[src/rtl/alu_cmd_parser_pkg.sv]
// Shared opcodes, header length and parser state encoding for the UART ALU command path.
package alu_pkg;

    localparam logic [7:0] OP_ECHO = 8'hEC;
    localparam logic [7:0] OP_ADD  = 8'h10;
    localparam logic [7:0] OP_MUL  = 8'h11;
    localparam logic [7:0] OP_DIV  = 8'h12;

    localparam logic [15:0] HDR_LEN = 16'd4;

    typedef enum logic [2:0] {
        ST_OPCODE,
        ST_RSVD,
        ST_LEN_LO,
        ST_LEN_HI,
        ST_HDR,
        ST_PAYLOAD,
        ST_DRAIN
    } parse_state_e;

    function automatic logic is_arith(input logic [7:0] op);
        return (op == OP_ADD) || (op == OP_MUL) || (op == OP_DIV);
    endfunction

endpackage

[src/rtl/alu_cmd_parser_if.sv]
// Byte stream in, header / operand / echo streams and error pulse out of the command parser.
interface alu_cmd_parser_if #(
    parameter int DATA_WIDTH_P    = 8,
    parameter int OPERAND_WIDTH_P = 32
);
    logic [DATA_WIDTH_P-1:0]    s_axis_tdata;
    logic                       s_axis_tvalid;
    logic                       s_axis_tready;
    logic                       hdr_valid_o;
    logic                       hdr_ready_i;
    logic [7:0]                 opcode_o;
    logic [15:0]                len_o;
    logic [OPERAND_WIDTH_P-1:0] op_tdata_o;
    logic                       op_tvalid_o;
    logic                       op_tready_i;
    logic                       op_tlast_o;
    logic [DATA_WIDTH_P-1:0]    echo_tdata_o;
    logic                       echo_tvalid_o;
    logic                       echo_tready_i;
    logic                       err_o;

    modport slave (
        input  s_axis_tdata, s_axis_tvalid, hdr_ready_i, op_tready_i, echo_tready_i,
        output s_axis_tready, hdr_valid_o, opcode_o, len_o, op_tdata_o, op_tvalid_o,
               op_tlast_o, echo_tdata_o, echo_tvalid_o, err_o
    );

    modport master (
        output s_axis_tdata, s_axis_tvalid, hdr_ready_i, op_tready_i, echo_tready_i,
        input  s_axis_tready, hdr_valid_o, opcode_o, len_o, op_tdata_o, op_tvalid_o,
               op_tlast_o, echo_tdata_o, echo_tvalid_o, err_o
    );
endinterface

[src/rtl/alu_cmd_parser_byte_to_word.sv]
// LSB-first byte accumulator with a registered valid/ready word output.
// Word valid 1 cycle after its last byte; in_rdy drops while a finished word is stalled.
module byte_to_word #(
    parameter int DATA_WIDTH_P    = 8,
    parameter int OPERAND_WIDTH_P = 32
) (
    input  logic                       clk,
    input  logic                       rst_n,
    input  logic [DATA_WIDTH_P-1:0]    in_dat,
    input  logic                       in_vld,
    input  logic                       in_last,
    output logic                       in_rdy,
    output logic [OPERAND_WIDTH_P-1:0] out_dat,
    output logic                       out_vld,
    output logic                       out_last,
    input  logic                       out_rdy
);
    localparam int N     = OPERAND_WIDTH_P / DATA_WIDTH_P;
    localparam int IDX_W = (N > 1) ? $clog2(N) : 1;

    logic [IDX_W-1:0]                        idx_q;
    logic [OPERAND_WIDTH_P-DATA_WIDTH_P-1:0] shift_q;
    logic [OPERAND_WIDTH_P-1:0]              word_w;

    // Newest byte enters at the top, so the first byte ends up in the LSBs.
    assign word_w = {in_dat, shift_q};
    assign in_rdy = !out_vld || out_rdy;

    always_ff @(posedge clk or negedge rst_n) begin
        if (!rst_n) begin
            idx_q    <= '0;
            shift_q  <= '0;
            out_dat  <= '0;
            out_vld  <= 1'b0;
            out_last <= 1'b0;
        end else begin
            if (out_vld && out_rdy) begin
                out_vld <= 1'b0;
            end
            if (in_vld && in_rdy) begin
                shift_q <= word_w[OPERAND_WIDTH_P-1:DATA_WIDTH_P];
                if (idx_q == IDX_W'(N - 1)) begin
                    idx_q    <= '0;
                    out_dat  <= word_w;
                    out_vld  <= 1'b1;
                    out_last <= in_last;
                end else begin
                    idx_q <= idx_q + 1'b1;
                end
            end
        end
    end

endmodule

[src/rtl/alu_cmd_parser.sv]
// Parses opcode/rsvd/len16 headers and splits payload into operand words or echo bytes.
// Outputs registered, 1 cycle after the triggering byte; s_axis_tready follows the active output.
module alu_cmd_parser
    import alu_pkg::*;
#(
    parameter int DATA_WIDTH_P    = 8,
    parameter int OPERAND_WIDTH_P = 32
) (
    input  logic           clk,
    input  logic           rst_n,
    alu_cmd_parser_if.slave bus
);
    localparam logic [15:0] BYTES_PER_WORD = 16'(OPERAND_WIDTH_P / DATA_WIDTH_P);

    parse_state_e state_q;
    logic         run_q;
    logic [7:0]   opcode_q;
    logic [7:0]   len_lo_q;
    logic [15:0]  len_q;
    logic [15:0]  cnt_q;
    logic         hdr_vld_q;
    logic         err_q;
    logic [DATA_WIDTH_P-1:0] echo_dat_q;
    logic         echo_vld_q;

    logic         tready_w;
    logic         byte_acc;
    logic         is_echo;
    logic         w_in_vld;
    logic         w_in_rdy;
    logic [15:0]  len_w;
    logic [15:0]  pay_len_w;
    logic         known_w;
    logic         arith_w;
    logic         arith_bad_w;

    assign byte_acc    = bus.s_axis_tvalid && tready_w;
    assign is_echo     = (opcode_q == OP_ECHO);
    assign len_w       = {bus.s_axis_tdata[7:0], len_lo_q};
    assign pay_len_w   = len_w - HDR_LEN;
    assign arith_w     = is_arith(opcode_q);
    assign known_w     = arith_w || is_echo;
    assign arith_bad_w = (pay_len_w == 16'd0) || ((pay_len_w % BYTES_PER_WORD) != 16'd0);
    assign w_in_vld    = byte_acc && (state_q == ST_PAYLOAD) && !is_echo;

    // run_q keeps tready low in the first cycle out of reset.
    always_comb begin
        tready_w = 1'b0;
        if (run_q) begin
            case (state_q)
                ST_HDR:     tready_w = 1'b0;
                ST_PAYLOAD: tready_w = is_echo ? (!echo_vld_q || bus.echo_tready_i) : w_in_rdy;
                default:    tready_w = 1'b1;
            endcase
        end
    end

    assign bus.s_axis_tready = tready_w;
    assign bus.hdr_valid_o   = hdr_vld_q;
    assign bus.opcode_o      = opcode_q;
    assign bus.len_o         = len_q;
    assign bus.echo_tdata_o  = echo_dat_q;
    assign bus.echo_tvalid_o = echo_vld_q;
    assign bus.err_o         = err_q;

    always_ff @(posedge clk or negedge rst_n) begin
        if (!rst_n) begin
            state_q    <= ST_OPCODE;
            run_q      <= 1'b0;
            opcode_q   <= '0;
            len_lo_q   <= '0;
            len_q      <= '0;
            cnt_q      <= '0;
            hdr_vld_q  <= 1'b0;
            err_q      <= 1'b0;
            echo_dat_q <= '0;
            echo_vld_q <= 1'b0;
        end else begin
            run_q <= 1'b1;
            err_q <= 1'b0;
            if (echo_vld_q && bus.echo_tready_i) begin
                echo_vld_q <= 1'b0;
            end
            case (state_q)
                ST_OPCODE: if (byte_acc) begin
                    opcode_q <= bus.s_axis_tdata[7:0];
                    state_q  <= ST_RSVD;
                end
                ST_RSVD: if (byte_acc) begin
                    state_q <= ST_LEN_LO;
                end
                ST_LEN_LO: if (byte_acc) begin
                    len_lo_q <= bus.s_axis_tdata[7:0];
                    state_q  <= ST_LEN_HI;
                end
                ST_LEN_HI: if (byte_acc) begin
                    len_q <= len_w;
                    cnt_q <= pay_len_w;
                    if (len_w < HDR_LEN) begin
                        err_q   <= 1'b1;
                        cnt_q   <= '0;
                        state_q <= ST_OPCODE;
                    end else if (!known_w || (arith_w && arith_bad_w)) begin
                        err_q   <= 1'b1;
                        state_q <= (pay_len_w == 16'd0) ? ST_OPCODE : ST_DRAIN;
                    end else begin
                        hdr_vld_q <= 1'b1;
                        state_q   <= ST_HDR;
                    end
                end
                ST_HDR: if (bus.hdr_ready_i) begin
                    hdr_vld_q <= 1'b0;
                    state_q   <= (len_q == HDR_LEN) ? ST_OPCODE : ST_PAYLOAD;
                end
                ST_PAYLOAD: if (byte_acc) begin
                    cnt_q <= cnt_q - 16'd1;
                    if (is_echo) begin
                        echo_dat_q <= bus.s_axis_tdata;
                        echo_vld_q <= 1'b1;
                    end
                    if (cnt_q == 16'd1) begin
                        state_q <= ST_OPCODE;
                    end
                end
                ST_DRAIN: if (byte_acc) begin
                    cnt_q <= cnt_q - 16'd1;
                    if (cnt_q == 16'd1) begin
                        state_q <= ST_OPCODE;
                    end
                end
                default: state_q <= ST_OPCODE;
            endcase
        end
    end

    byte_to_word #(
        .DATA_WIDTH_P    (DATA_WIDTH_P),
        .OPERAND_WIDTH_P (OPERAND_WIDTH_P)
    ) u_b2w (
        .clk      (clk),
        .rst_n    (rst_n),
        .in_dat   (bus.s_axis_tdata),
        .in_vld   (w_in_vld),
        .in_last  (cnt_q == 16'd1),
        .in_rdy   (w_in_rdy),
        .out_dat  (bus.op_tdata_o),
        .out_vld  (bus.op_tvalid_o),
        .out_last (bus.op_tlast_o),
        .out_rdy  (bus.op_tready_i)
    );

endmodule

[src/flat_wrapper.sv]
// flat-port wrapper written by rule: the top's interface ports become plain ports
module alu_cmd_parser_flat import alu_pkg::*;
#(
    parameter int DATA_WIDTH_P    = 8,
    parameter int OPERAND_WIDTH_P = 32
)
  (clk, rst_n, bus_s_axis_tdata, bus_s_axis_tvalid, bus_hdr_ready_i, bus_op_tready_i, bus_echo_tready_i, bus_s_axis_tready, bus_hdr_valid_o, bus_opcode_o, bus_len_o, bus_op_tdata_o, bus_op_tvalid_o, bus_op_tlast_o, bus_echo_tdata_o, bus_echo_tvalid_o, bus_err_o);
  alu_cmd_parser_if #(.DATA_WIDTH_P(DATA_WIDTH_P), .OPERAND_WIDTH_P(OPERAND_WIDTH_P)) bus_i ();
  input  logic clk;
  input  logic rst_n;
  input wire logic [$bits(bus_i.s_axis_tdata)-1:0] bus_s_axis_tdata;
  input wire logic [$bits(bus_i.s_axis_tvalid)-1:0] bus_s_axis_tvalid;
  input wire logic [$bits(bus_i.hdr_ready_i)-1:0] bus_hdr_ready_i;
  input wire logic [$bits(bus_i.op_tready_i)-1:0] bus_op_tready_i;
  input wire logic [$bits(bus_i.echo_tready_i)-1:0] bus_echo_tready_i;
  output wire logic [$bits(bus_i.s_axis_tready)-1:0] bus_s_axis_tready;
  output wire logic [$bits(bus_i.hdr_valid_o)-1:0] bus_hdr_valid_o;
  output wire logic [$bits(bus_i.opcode_o)-1:0] bus_opcode_o;
  output wire logic [$bits(bus_i.len_o)-1:0] bus_len_o;
  output wire logic [$bits(bus_i.op_tdata_o)-1:0] bus_op_tdata_o;
  output wire logic [$bits(bus_i.op_tvalid_o)-1:0] bus_op_tvalid_o;
  output wire logic [$bits(bus_i.op_tlast_o)-1:0] bus_op_tlast_o;
  output wire logic [$bits(bus_i.echo_tdata_o)-1:0] bus_echo_tdata_o;
  output wire logic [$bits(bus_i.echo_tvalid_o)-1:0] bus_echo_tvalid_o;
  output wire logic [$bits(bus_i.err_o)-1:0] bus_err_o;
  assign bus_i.s_axis_tdata = bus_s_axis_tdata;
  assign bus_i.s_axis_tvalid = bus_s_axis_tvalid;
  assign bus_i.hdr_ready_i = bus_hdr_ready_i;
  assign bus_i.op_tready_i = bus_op_tready_i;
  assign bus_i.echo_tready_i = bus_echo_tready_i;
  assign bus_s_axis_tready = bus_i.s_axis_tready;
  assign bus_hdr_valid_o = bus_i.hdr_valid_o;
  assign bus_opcode_o = bus_i.opcode_o;
  assign bus_len_o = bus_i.len_o;
  assign bus_op_tdata_o = bus_i.op_tdata_o;
  assign bus_op_tvalid_o = bus_i.op_tvalid_o;
  assign bus_op_tlast_o = bus_i.op_tlast_o;
  assign bus_echo_tdata_o = bus_i.echo_tdata_o;
  assign bus_echo_tvalid_o = bus_i.echo_tvalid_o;
  assign bus_err_o = bus_i.err_o;
  alu_cmd_parser #(.DATA_WIDTH_P(DATA_WIDTH_P), .OPERAND_WIDTH_P(OPERAND_WIDTH_P)) u_core (.clk(clk), .rst_n(rst_n), .bus(bus_i));
endmodule
[config.mk]
export PLATFORM = sky130hd
export DESIGN_NAME = alu_cmd_parser_flat
export DESIGN_NICKNAME = d
export VERILOG_FILES = /design/src/rtl/alu_cmd_parser_pkg.sv /design/src/rtl/alu_cmd_parser_if.sv /design/src/rtl/alu_cmd_parser_byte_to_word.sv /design/src/rtl/alu_cmd_parser.sv /design/src/flat_wrapper.sv
export SDC_FILE = /design/constraint.sdc
export NUM_CORES = 1
export LEC_CHECK = 0
export CORE_ASPECT_RATIO = 1.25
export CORE_UTILIZATION = 30
export CTS_CLUSTER_SIZE = 8
export DETAILED_ROUTE_END_ITERATION = 16
export PLACE_DENSITY = 0.48
export SYNTH_ARGS = -nofsm -noshare
export SYNTH_HDL_FRONTEND = slang
export SYNTH_SLANG_ARGS = --single-unit
[constraint.sdc]
create_clock -name clk -period 2.8 [get_ports clk]
set_input_delay 0.56 -clock clk [delete_from_list [all_inputs] [get_ports clk]]
set_output_delay 0.56 -clock clk [all_outputs]
set_load 0.02 [all_outputs]
* After elaboration in Yosys (flattened, before gate mapping) *
Cells that the tools add are included.

operators by class
  $add $sub $neg = 3
  order comparisons = 1
  equality and inequality tests = 22
  muxes and demuxes = 36
  reduce and logical (&&, ||, !) cells = 32

operators with widths
  operator               number
  $mux 16                3
  $mux 3                 11
  $pmux 16 s2            1
  $eq 8x5->1 const B     3
  $pmux 3 s6             1
  $mux 1                 17
  $eq 16x1->1 const B    1
  $eq 16x3->1 const B    1
  $logic_not 16->1       1
  $lt 16x3->1 const B    1
  $reduce_bool 16->1     1
  $sub 16x1->16 const B  1
  $sub 16x3->16 const B  1
  $ne 2x1->1 const B     6
  $eq 3x3->1 const B     3
  $eq 8x8->1 const B     1
  $reduce_and 2->1       4
  $logic_and 1x1->1      7
  $logic_or 1x1->1       7
  $reduce_and 7->1       1
  $eq 3x2->1 const B     2
  $ne 2x2->1 const B     3
  $reduce_and 3->1       2
  $reduce_and 5->1       1
  other kinds (9)        14

storage, ports and cells
  register bits = 123
  input port bits = 14
  output and inout bits = 70
  word-level logic and storage cells = 109

* Depth between registers and ports, before layout *
Gate-level depths: netlist of the first run.

  depth in word-level cells = 10
  gate-level depth with buffers = 11

* Cells and area by module *
Synthesis of the first run repeated with hierarchy kept, for this count alone.

second synthesis, totals
  cell total of the unflattened synthesis = 455
  area total of the unflattened synthesis = 5890.6 sq um

modules (own cells, without submodules)
  module          instances  cells each  area each (sq um)
  alu_cmd_parser  1          323         3468.3
  byte_to_word    1          132         2422.3

* Least setup slack after synthesis of the first run *
No wires, ideal clock.

  kind = register to register
  from = register u_core.len_lo_q[2]
  to = register u_core.cnt_q[6]
  library setup time = 0.134 ns
  data arrival time = 2.104 ns
  slack = 0.562 ns
  stages on the path, launching flop included = 12
  path buffers = 3
  path through = dfrtp_1 > clkbuf_1 > inv_1 > ha_1 > buf_2 > nor4b_1 > nand2_1 > nor3b_2 > nor2_1 > buf_2 > a22oi_1 > o21ai_0

on the way
  longest elaborated chain between the ends = 4

ends and longest elaborated chain
  element                                       line                                        source
  start: declaration                            alu_cmd_parser.sv:18                        logic [7:0] len_lo_q;
  start signal: assignment                      alu_cmd_parser.sv:93                        len_lo_q <= bus.s_axis_tdata[7:0];
  $sub 16x3->16 or $lt 16x3->1 (tied branches)  alu_cmd_parser.sv:40, alu_cmd_parser.sv:99
  $mux 16 *                                     alu_cmd_parser.sv:99                        if (len_w < HDR_LEN) begin
  $mux 16 *                                     alu_cmd_parser.sv:96                        ST_LEN_HI: if (byte_acc) begin
  $pmux 16 s2 *                                 alu_cmd_parser.sv:84                        case (state_q)
  end signal: assignment                        alu_cmd_parser.sv:98                        cnt_q <= pay_len_w;
  end signal: assignment                        alu_cmd_parser.sv:116                       cnt_q <= cnt_q - 16'd1;
  end signal: assignment                        alu_cmd_parser.sv:126                       cnt_q <= cnt_q - 16'd1;
  end: declaration                              alu_cmd_parser.sv:20                        logic [15:0] cnt_q;

Every way passes the cells marked *; elsewhere a longest branch is shown, timed or not. The select of a mux whose other input is x is not followed.
A chain may end at the register's enable or synchronous reset.

* Final worst setup path of the first run *
  from = register u_core.opcode_q[0] (netlist: u_core.bus.opcode_o[0])
  to = output port bus_s_axis_tready

on the way
  longest elaborated chain between the ends = 4

ends and longest elaborated chain
  element                   line                  source
  start: declaration        alu_cmd_parser.sv:17  logic [7:0] opcode_q;
  start signal: assignment  alu_cmd_parser.sv:86  opcode_q <= bus.s_axis_tdata[7:0];
  $eq 8x8->1                alu_cmd_parser.sv:38  assign is_echo = (opcode_q == OP_ECHO);
  $mux 1                    alu_cmd_parser.sv:52  ST_PAYLOAD: tready_w = is_echo ? (!echo_vld_q || bus.echo_tready_i) : w_in_rdy;
  $pmux 1 s2                alu_cmd_parser.sv:50  case (state_q)
  $mux 1                    alu_cmd_parser.sv:49  if (run_q) begin
  end: declaration          flat_wrapper.sv:16    output wire logic [$bits(bus_i.s_axis_tready)-1:0] bus_s_axis_tready;

Every way passes these cells.

==> run_results.csv, run 1 <==
group,metric,value,unit
global_route,grt_remaining_overflow,0,
clocking,clkSinkCount,123,
sta,finalCriticalPeriod,2.62,ns
clocking,cts_tree,"yes",
final_layout,areaGrowthSynthToFinish,31.7,%
sta,rsz0062_at_grt,"false",
clocking,cts_root_buf,"clkbuf_16",
sta,slew_viol_final,0,
global_route,antenna_found_initial,0,
final_layout,antenna_cells,0,
synthesis,synth_flop_cell,"dfrtp_1",
setup_path,crit_path_top_delay_cell,"or4_4",
global_route,top_usage_layer,"met2",
floorplan,die_w,127,um
drt,drt_iter0_drc,233,
drt,vias,4179,
clocking,numCtsBuffers,17,
clocking,cts_max_level,4,
setup_path,crit_arrival,2.06,ns
sta,hold_viol,0,
synthesis,synth-seq-cells,123,
setup_path,required,2.24,ns
sta,max_slew_margin,50.6,%
clocking,clkTransAtPathRegs,0.06,ns
synthesis,synth-async-reset-ratio,100,%
placement,place_area,0.00709,mm^2
sta,setup_violations,0,
setup_path,rr_worst_depth,8,
setup_path,cp-start-kind,"register",
synthesis,yosys-top-cells-area,"dfrtp_1, mux2_2, mux2_1",
synthesis,ys_types,63,
synthesis,yosysWarningCount,0,
drt,drcViolationCount,0,
floorplan,die-area,0.0200,mm^2
setup_path,worst-path-max-fanout,4,
status,status,"complete, no violations",
floorplan,rows,56,
drt,routed_wl,15.2,mm
final_layout,nNetsFinal,608,
global_route,grt_max_degree,49,
setup_path,ff2ff_setup_slack,0.36,ns
worst_hold_path,hold_path.class,"in2async",
clocking,clockBufferDepth,2,
synthesis,syn_area_per_cell,12.0,um^2
clocking,holdBufCountCts,0,
drt,wire_per_inst,18.2,um
global_route,met1_usage,18.8,%
global_route,grt_util_met2,27.8,%
sta,finalWorstSetupSlack,0.181,ns
final_layout,final_area,0.00767,mm^2
final_layout,drive_gt1_share,24.6,%
sta,max_freq,382,MHz
setup_path,critPathKind,"reg2out",
sta,min_period_over_period,93.5,%
power,p_per_area,1020,mW/mm^2
synthesis,synth_top_area_share,52.9,%
setup_path,slowest_delay,0.50,ns
placement,dp_hpwl,10.9,mm
placement,portBuffers,83,
global_route,grtUsageMet3,5.41,%
synthesis,syn-instance-count,485,
flow_run,cap_violations,0,
final_layout,nFillCells,1872,
global_route,grt_pass1_vias,4445,
synthesis,synth_area,0.00582,mm^2
setup_path,path_cells,"nand4bb_1 -> or4_4 -> and4b_1 -> dlygate4sd2_1",
floorplan,start_util,30.8,%
floorplan,die_y,158,um
floorplan,design.core.area,0.0189,mm^2
power,finalPower,7830,uW
drt,via_per_inst,5.01,
power,p_leak,0.00341,uW
floorplan,ios,84,
global_route,track_usage,16.4,%
setup_path,crit_path_end_kind,"output port",
sta,skew,0.0108,ns
placement,dp_worst_setup_slack,-0.00349,ns
placement,gp_congestion,0.857,
drt,drt-pass1-iter-count,4,
drt,ant_nets,0,
synthesis,seq_area_frac_synth,52.9,%
sta,worst_slew_pin_slew,0.739,ns
synthesis,synth_largest_area_cell,"dfrtp_1",
sta,hold_slack,0.167,ns
clocking,clk_latency,0.42,ns
power,irDropWorstVdd,0.000400,V
synthesis,syn_nets,504,
synthesis,synth_edf_count,0,
global_route,grt_pass1_wl,24.6,mm
## final cells by class
type                    count  area, um^2  share of cell area, %
clock buffers              17         425                   5.55
clock inverters            15         151                   1.97
inverters                   7        26.3                  0.343
multi-input cells         323        2560                   33.4
flip-flops and latches    123        3080                   40.2
well taps                 232         290                   3.79
repair buffers            117        1130                   14.8
## routing by layer
layer	part of all wire, %	vias up
met4	2.7	0
met2	50	82
met3	5.5	25
li1	-	1982
met5	0	-
met1	42	2090
## state kept, by name (all words and copies together) (netlist names), 2 cells and up
signal,flops
u_core.u_b2w.idx_q,2
u_core.bus.len_o,16
u_core.u_b2w.out_dat,32
u_core.u_b2w.shift_q,24
u_core.bus.opcode_o,8
u_core.len_lo_q,8
u_core.bus.echo_tdata_o,8
u_core.cnt_q,16
u_core.state_q,3
## power breakdown
| group | internal, uW | switching, uW |
|---|---|---|
| clock | 1250 | 894 |
| combinational | 1340 | 1440 |
| sequential | 2370 | 545 |
## logic make-up after synthesis
family          count (synthesis)  share of synthesized area [%]
simple gates                  130                           12.8
flops                         123                           52.9
mux                            98                           19.5
compound gates                 77                           8.66
buf+inv                        39                           3.22
xor+xnor                       12                           1.81
fa+ha+maj                       5                           1.07
other cells                     1                         0.0644
## cells in the final DEF (no fill, tap or decap), drive strengths merged, types with 6 or more instances in the layout
cell	instances
clkdlybuf4s50	81
nand2b	6
nor4	13
nor2	30
a21oi	17
nor3	16
nand3	6
dfrtp	123
nand2	24
inv	16
xor2	7
clkbuf	17
o21ai	27
buf	35
mux2	98
## cells in the mapped netlist, types with 4 or more instances
cell type	instances
a21oi_1	17
a22oi_1	5
and2_1	4
buf_2	15
clkbuf_1	12
dfrtp_1	123
ha_1	5
inv_1	7
mux2_1	29
mux2_2	61
mux2_4	8
nand2_1	24
nand2b_1	6
nand3_1	6
nand4_1	4
nor2_1	30
nor3_1	13
nor4_1	10
nor4b_1	4
o21ai_0	24
or3_1	4
xnor2_1	5
xor2_1	7
## critical path, delay by kind of cell (launching register included)
kind / cells / cell delay (ns)
AND/OR/NAND/NOR: 3 / 0.92
flip-flops: 1 / 0.41
buffers and inverters: 1 / 0.32
## stage by stage
step                setup TNS, ns  util [%]  cells
global placement          -0.0198      37.5    802
finish                          0      40.5    834
CTS                             0      40.5    834
detailed placement       -0.00349      37.5    802
floorplan                       0         -    485
global route                    0      40.5    834
## path summary, 6_finish.rpt
kind,startpoint,end
max reg2reg,u_core.len_lo_q[2],u_core.cnt_q[15]
min reg2reg,u_core.u_b2w.out_last,u_core.u_b2w.out_last
min,rst_n,u_core.cnt_q[3]
max in group asynchronous,rst_n,u_core.u_b2w.out_dat[11]
max,u_core.bus.opcode_o[0],bus_s_axis_tready
min in group clk,u_core.u_b2w.out_last,u_core.u_b2w.out_last
## timing repair
| action | 4_1_cts | 5_1_grt |
|---|---|---|
| gates resized for setup | 1 | 0 |
| setup endpoints to repair | 1 | 0 |
| setup buffers | 0 | 0 |
Note: power is estimated with default switching activity, not from simulation.
==> inputs of run 2 (changes only) <==
CORE_MARGIN = 2   (was default)
==> run 2 against run 1 <==
Critical path type unchanged. Critical endpoint unchanged. Non-clock buffer count is 1 higher. Combinational power about the same. Highest routed layer unchanged. Via count grew 0.31%. Die area up 2.9%. Largest power group unchanged.
==> run_results.csv, run 2 (synthesis results as in run 1) <==
group,metric,value,unit
clocking,clkSinkCount,123,
global_route,grt_pass1_wl,24.9,mm
floorplan,start_util,30.8,%
drt,wire_per_inst,18.2,um
clocking,cts_max_level,4,
final_layout,top_register,"u_core.u_b2w.out_dat",
placement,gp_congestion,0.821,
final_layout,largest_reg_flops,32,
setup_path,crit_path_end_kind,"output port",
sta,hold_slack,0.479,ns
sta,slew_viol_final,0,
global_route,grt_max_degree,77,
global_route,grt_pass1_vias,4468,
floorplan,ios,84,
final_layout,final_area,0.00767,mm^2
placement,portBuffers,83,
drt,drcViolationCount,0,
sta,worst_slew_pin_slew,0.769,ns
sta,finalCriticalPeriod,2.62,ns
global_route,track_usage,15.7,%
clocking,cts_tree,"yes",
power,irDropWorstVdd,0.000361,V
drt,routed_wl,15.1,mm
drt,drt_iter0_drc,279,
setup_path,required,2.24,ns
final_layout,reg_top3,"u_core.u_b2w.out_dat x32, u_core.u_b2w.shift_q x24",
drt,vias,4192,
drt,drt-pass1-iter-count,4,
clocking,clk_latency,0.41,ns
placement,place_area,0.00709,mm^2
placement,dp_hpwl,10.8,mm
floorplan,rows,56,
global_route,grt_remaining_overflow,0,
clocking,postCtsSetupBuffers,0,
sta,rsz0062_at_grt,"false",
sta,finalWorstSetupSlack,0.180,ns
power,p_leak,0.00342,uW
flow_run,cap_violations,0,
power,finalPower,7800,uW
final_layout,antenna_cells,0,
sta,skew,0.00875,ns
sta,max_slew_margin,48.6,%
sta,tns,0,ns
clocking,clkTransAtPathRegs,0.05,ns
power,p_per_area,1020,mW/mm^2
final_layout,nFillCells,1878,
setup_path,worst-path-max-fanout,4,
clocking,numCtsBuffers,17,
floorplan,die_w,129,um
setup_path,cp-start-kind,"register",
sta,min_period_over_period,93.6,%
final_layout,areaGrowthSynthToFinish,31.7,%
sta,max_freq,382,MHz
placement,dp_worst_setup_slack,-0.0199,ns
worst_hold_path,hold_path.class,"reg2reg",
drt,via_per_inst,5.03,
setup_path,rr_worst_depth,8,
final_layout,final_cell_mix,"dfrtp_1, clkdlybuf4s50_1, mux2_2, buf_4, nor2_1",
final_layout,drive_gt1_share,23.8,%
floorplan,die_y,160,um
worst_hold_path,hold_depth,2,
global_route,antenna_found_initial,0,
setup_path,critPathKind,"reg2out",
drt,ant_nets,0,
sta,setup_violations,0,
sta,hold_viol,0,
floorplan,die-area,0.0205,mm^2
clocking,clockBufferDepth,2,
final_layout,final_common_cell,"dfrtp_1",
final_layout,nNetsFinal,609,
setup_path,crit_arrival,2.06,ns
clocking,cts_root_buf,"clkbuf_16",
floorplan,design.core.area,0.0189,mm^2
status,status,"complete, no violations",
==> run 2: cell count changes in the layout (fill, tap and decap cells not counted), sizes merged <==
cell,previous run,this run
dlygate4sd3,0,1
bufinv,1,2
clkinvlp,3,1
inv,16,7
clkbuf,17,23
clkinv,2,4
==> run 2: per-stage QoR <==
stage	utilization, %	cells
after global placement	37.5	802
after global routing	40.5	833
after detailed placement	37.5	802
after floorplan	-	485
after CTS	40.5	833
final	40.5	833
==> run 2: worst max-delay path, cell delays in order (launching register included) <==
cell           delay [ns]
dfrtp_1              0.42
nand4bb_1            0.24
or4_4                0.50
and4b_1              0.18
dlygate4sd2_1        0.32
==> run 2: path summary, 6_finish.rpt <==
kind	from	endpoint	slack (ns)
worst max-delay path	u_core.bus.opcode_o[0]	bus_s_axis_tready	0.18
worst min-delay path	u_core.u_b2w.out_last	u_core.u_b2w.out_last	0.48
worst max register to register	u_core.len_lo_q[2]	u_core.cnt_q[1]	0.46
worst min register to register	u_core.u_b2w.out_last	u_core.u_b2w.out_last	0.48
max in group asynchronous	rst_n	u_core.bus.echo_tdata_o[2]	1.50
min in group asynchronous	rst_n	u_core.cnt_q[0]	0.56
==> run 2: cell type report <==
| class | count | area, um^2 | area share [%] |
|---|---|---|---|
| Inverter | 7 | 26.3 | 0.343 |
| Sequential cell | 123 | 3080 | 40.1 |
| Timing Repair Buffer | 118 | 1140 | 14.9 |
| Multi-Input combinational cell | 323 | 2560 | 33.4 |
| Clock inverter | 7 | 91.3 | 1.19 |
| Tap cell | 232 | 290 | 3.79 |
| Clock buffer | 23 | 478 | 6.23 |
==> run 2: where the power goes <==
part	internal, uW	total [uW]	switching, uW
Sequential	2370	2910	545
Combinational	1340	2770	1430
Clock	1370	2120	751
Total	5070	7800	2730
==> run 2: what timing repair did <==
item | in CTS | in global routing
resized for setup | 1 | 0
hold buffers | 1 | 0
hold endpoints to repair | 12 | 0
endpoints found under the setup margin | 1 | 0
==> run 2: layer usage <==
metal | global-route usage [%] | routed length, um | part of all wire (%)
met2 | 25.7 | 7500 | 50
met4 | 6.52 | 459 | 3.0
met3 | 4.46 | 643 | 4.2
met5 | 0 | 0 | 0
met1 | 19.4 | 6540 | 43
==> inputs of run 3 (changes only) <==
==> constraint.sdc (replaced) <==
create_clock -name clk -period 2.8 [get_ports clk]
set_input_delay 0.56 -clock clk [delete_from_list [all_inputs] [get_ports clk]]
set_output_delay 0.56 -clock clk [all_outputs]
set_load 0.1 [all_outputs]
==> run 3 against run 2 <==
Wire length is 1.5% higher. Critical endpoint unchanged. Highest routed layer is now met5. Setup slack got worse by 0.0037 ns. Cell count is 0.12% lower. Global-route usage grew 0.097 points. Non-clock buffer count down 2. Sequential cell count unchanged. Maximum frequency down 0.14%. Combinational power increased by 50%. Utilization decreased by 1.0 points.
==> run_results.csv, run 3 (synthesis results as in run 1) <==
group,metric,value,unit
floorplan,die-area,0.0205,mm^2
power,power.internal,4940,uW
setup_path,r2r_start,"u_core.len_lo_q[2]",
setup_path,crit_arrival,2.06,ns
final_layout,drive_gt1_share,36.2,%
floorplan,ios,84,
sta,rsz0062_at_grt,"false",
final_layout,nNetsFinal,607,
drt,ant_nets,0,
floorplan,rows,56,
global_route,grt_remaining_overflow,0,
sta,skew,0.0243,ns
setup_path,crit_path_top_delay_cell,"or4_4",
global_route,grt_pass1_vias,4450,
floorplan,start_util,30.8,%
setup_path,cp-start-kind,"register",
final_layout,areaGrowthSynthToFinish,28.5,%
global_route,grtUsageMet3,5.09,%
sta,setup_violations,0,
drt,drcViolationCount,0,
setup_path,slowest_delay,0.56,ns
final_layout,nFillCells,1843,
setup_path,r2r_end,"u_core.cnt_q[15]",
setup_path,path_cells,"nand3b_4 -> or4_4 -> and4b_2 -> buf_12",
global_route,track_usage,15.8,%
drt,via_per_inst,5.01,
final_layout,instances_no_fill,832,
setup_path,ff2ff_setup_slack,0.42,ns
placement,dp_hpwl,11.1,mm
setup_path,cpLargestDelayFamily,"simple AND/OR/NAND/NOR gates",
clocking,post_cts_resized,0,
power,p_leak,0.00353,uW
global_route,met1_usage,19.7,%
final_layout,largest_reg_flops,32,
sta,max_slew_margin,52.7,%
drt,routed_wl,15.4,mm
power,swShare,46.4,%
setup_path,worst-path-max-fanout,8,
setup_path,rr_worst_depth,8,
clocking,postCtsSetupBuffers,0,
power,share_comb_of_total_power,45.2,%
clocking,clkSinkCount,123,
setup_path,required,2.24,ns
placement,placed_cells,801,
drt,wire_per_inst,18.5,um
final_layout,final_cell_mix,"dfrtp_1, buf_4, mux2_2, nor2_1, mux2_1",
floorplan,design.core.area,0.0189,mm^2
drt,vias,4168,
sta,max_freq,381,MHz
sta,tns,0,ns
power,power_frac_seq,31.9,%
setup_path,crit_path_end_kind,"output port",
floorplan,die_y,160,um
status,status,"complete, no violations",
placement,gp_congestion,0.808,
clocking,cts_tree,"yes",
global_route,grt_max_degree,50,
sta,slew_viol_final,0,
global_route,grt_pass1_wl,25.1,mm
power,p_clk_share,23.0,%
final_layout,final_common_cell,"dfrtp_1",
sta,hold_viol,0,
worst_hold_path,hold_path.class,"in2async",
final_layout,antenna_cells,0,
floorplan,die_w,129,um
power,p_sw,4280,uW
global_route,antenna_found_initial,1,
global_route,grt_util_met2,25.9,%
clocking,clockBufferDepth,2,
flow_run,cap_violations,0,
sta,min_period_over_period,93.7,%
clocking,clkTransAtPathRegs,0.06,ns
final_layout,top_register,"u_core.u_b2w.out_dat",
setup_path,critPathKind,"reg2out",
sta,worst_slew_pin_slew,0.707,ns
clocking,clk_latency,0.42,ns
clocking,numCtsBuffers,17,
clocking,cts_max_level,4,
drt,drt_iter0_drc,177,
global_route,top_usage_layer,"met2",
power,p_per_area,1230,mW/mm^2
power,irDropWorstVdd,0.000497,V
setup_path,critPathBufInv,1,
clocking,cts_root_buf,"clkbuf_16",
final_layout,reg_top3,"u_core.u_b2w.out_dat x32, u_core.u_b2w.shift_q x24",
placement,portBuffers,83,
sta,finalCriticalPeriod,2.62,ns
power,finalPower,9220,uW
drt,drt-pass1-iter-count,4,
clocking,holdBufCountCts,0,
## run 3: cell count changes in the layout (fill, tap and decap cells not counted), sizes merged
cell           previous run  this run
clkinv                    4         7
dlygate4sd2               1         0
buf                      35       104
clkinvlp                  1         3
clkdlybuf4s50            81        12
clkbuf                   23        19
dlygate4sd3               1         0
## run 3: final cells by class
cell class	instances	area (um^2)	share of cell area, %
Timing Repair Buffer	116	951	12.7
Multi-Input combinational cell	323	2560	34.3
Tap cell	232	290	3.88
Inverter	7	26.3	0.351
Clock inverter	12	125	1.67
Sequential cell	123	3080	41.2
Clock buffer	19	443	5.92
## run 3: how the worst max path moves through the flow
stage                   endpoint  depth (start not counted)                    from
2_1_floorplan  bus_s_axis_tready                          4  u_core.bus.opcode_o[5]
3_3_place_gp     u_core.cnt_q[1]                          7     bus_s_axis_tdata[0]
3_5_place_dp     u_core.cnt_q[1]                          8     bus_s_axis_tdata[2]
4_1_cts        bus_s_axis_tready                          4       u_core.state_q[0]
5_1_grt        bus_s_axis_tready                          4       u_core.state_q[1]
6_report       bus_s_axis_tready                          4       u_core.state_q[1]
## run 3: per-layer routing
metal	vias up	share of wire (%)
met5	-	0.085
met4	2	1.6
met2	100	50
li1	1965	-
met3	18	5.4
met1	2083	43
## run 3: metrics by stage
step           util (%)  hold WS [ns]  cell area [um^2]  setup WS [ns]
2_1_floorplan         -         0.264              5820         0.0570
3_3_place_gp       36.5         0.471              6910          0.189
3_5_place_dp       36.5         0.473              6910          0.167
4_1_cts            39.5         0.206              7480         0.0317
5_1_grt            39.5         0.226              7480          0.108
6_report           39.5         0.166              7480          0.176
## run 3: power by group through the flow
stage	clock network (uW)	logic, uW	registers (uW)
after global routing	2250	4430	3040
after detailed placement	0	4180	2960
after global placement	0	4150	2950
after CTS	2170	4190	2940
after floorplan	0	1560	4460
final	2120	4160	2940
## run 3: worst register-to-register path, stage by stage, from the launching register on
cell     delay, ns
dfrtp_1       0.37
inv_1         0.09
ha_1          0.17
nor4b_1       0.56
nand2_1       0.18
nor3b_2       0.30
buf_4         0.19
nor2b_1       0.06
a221o_1       0.33
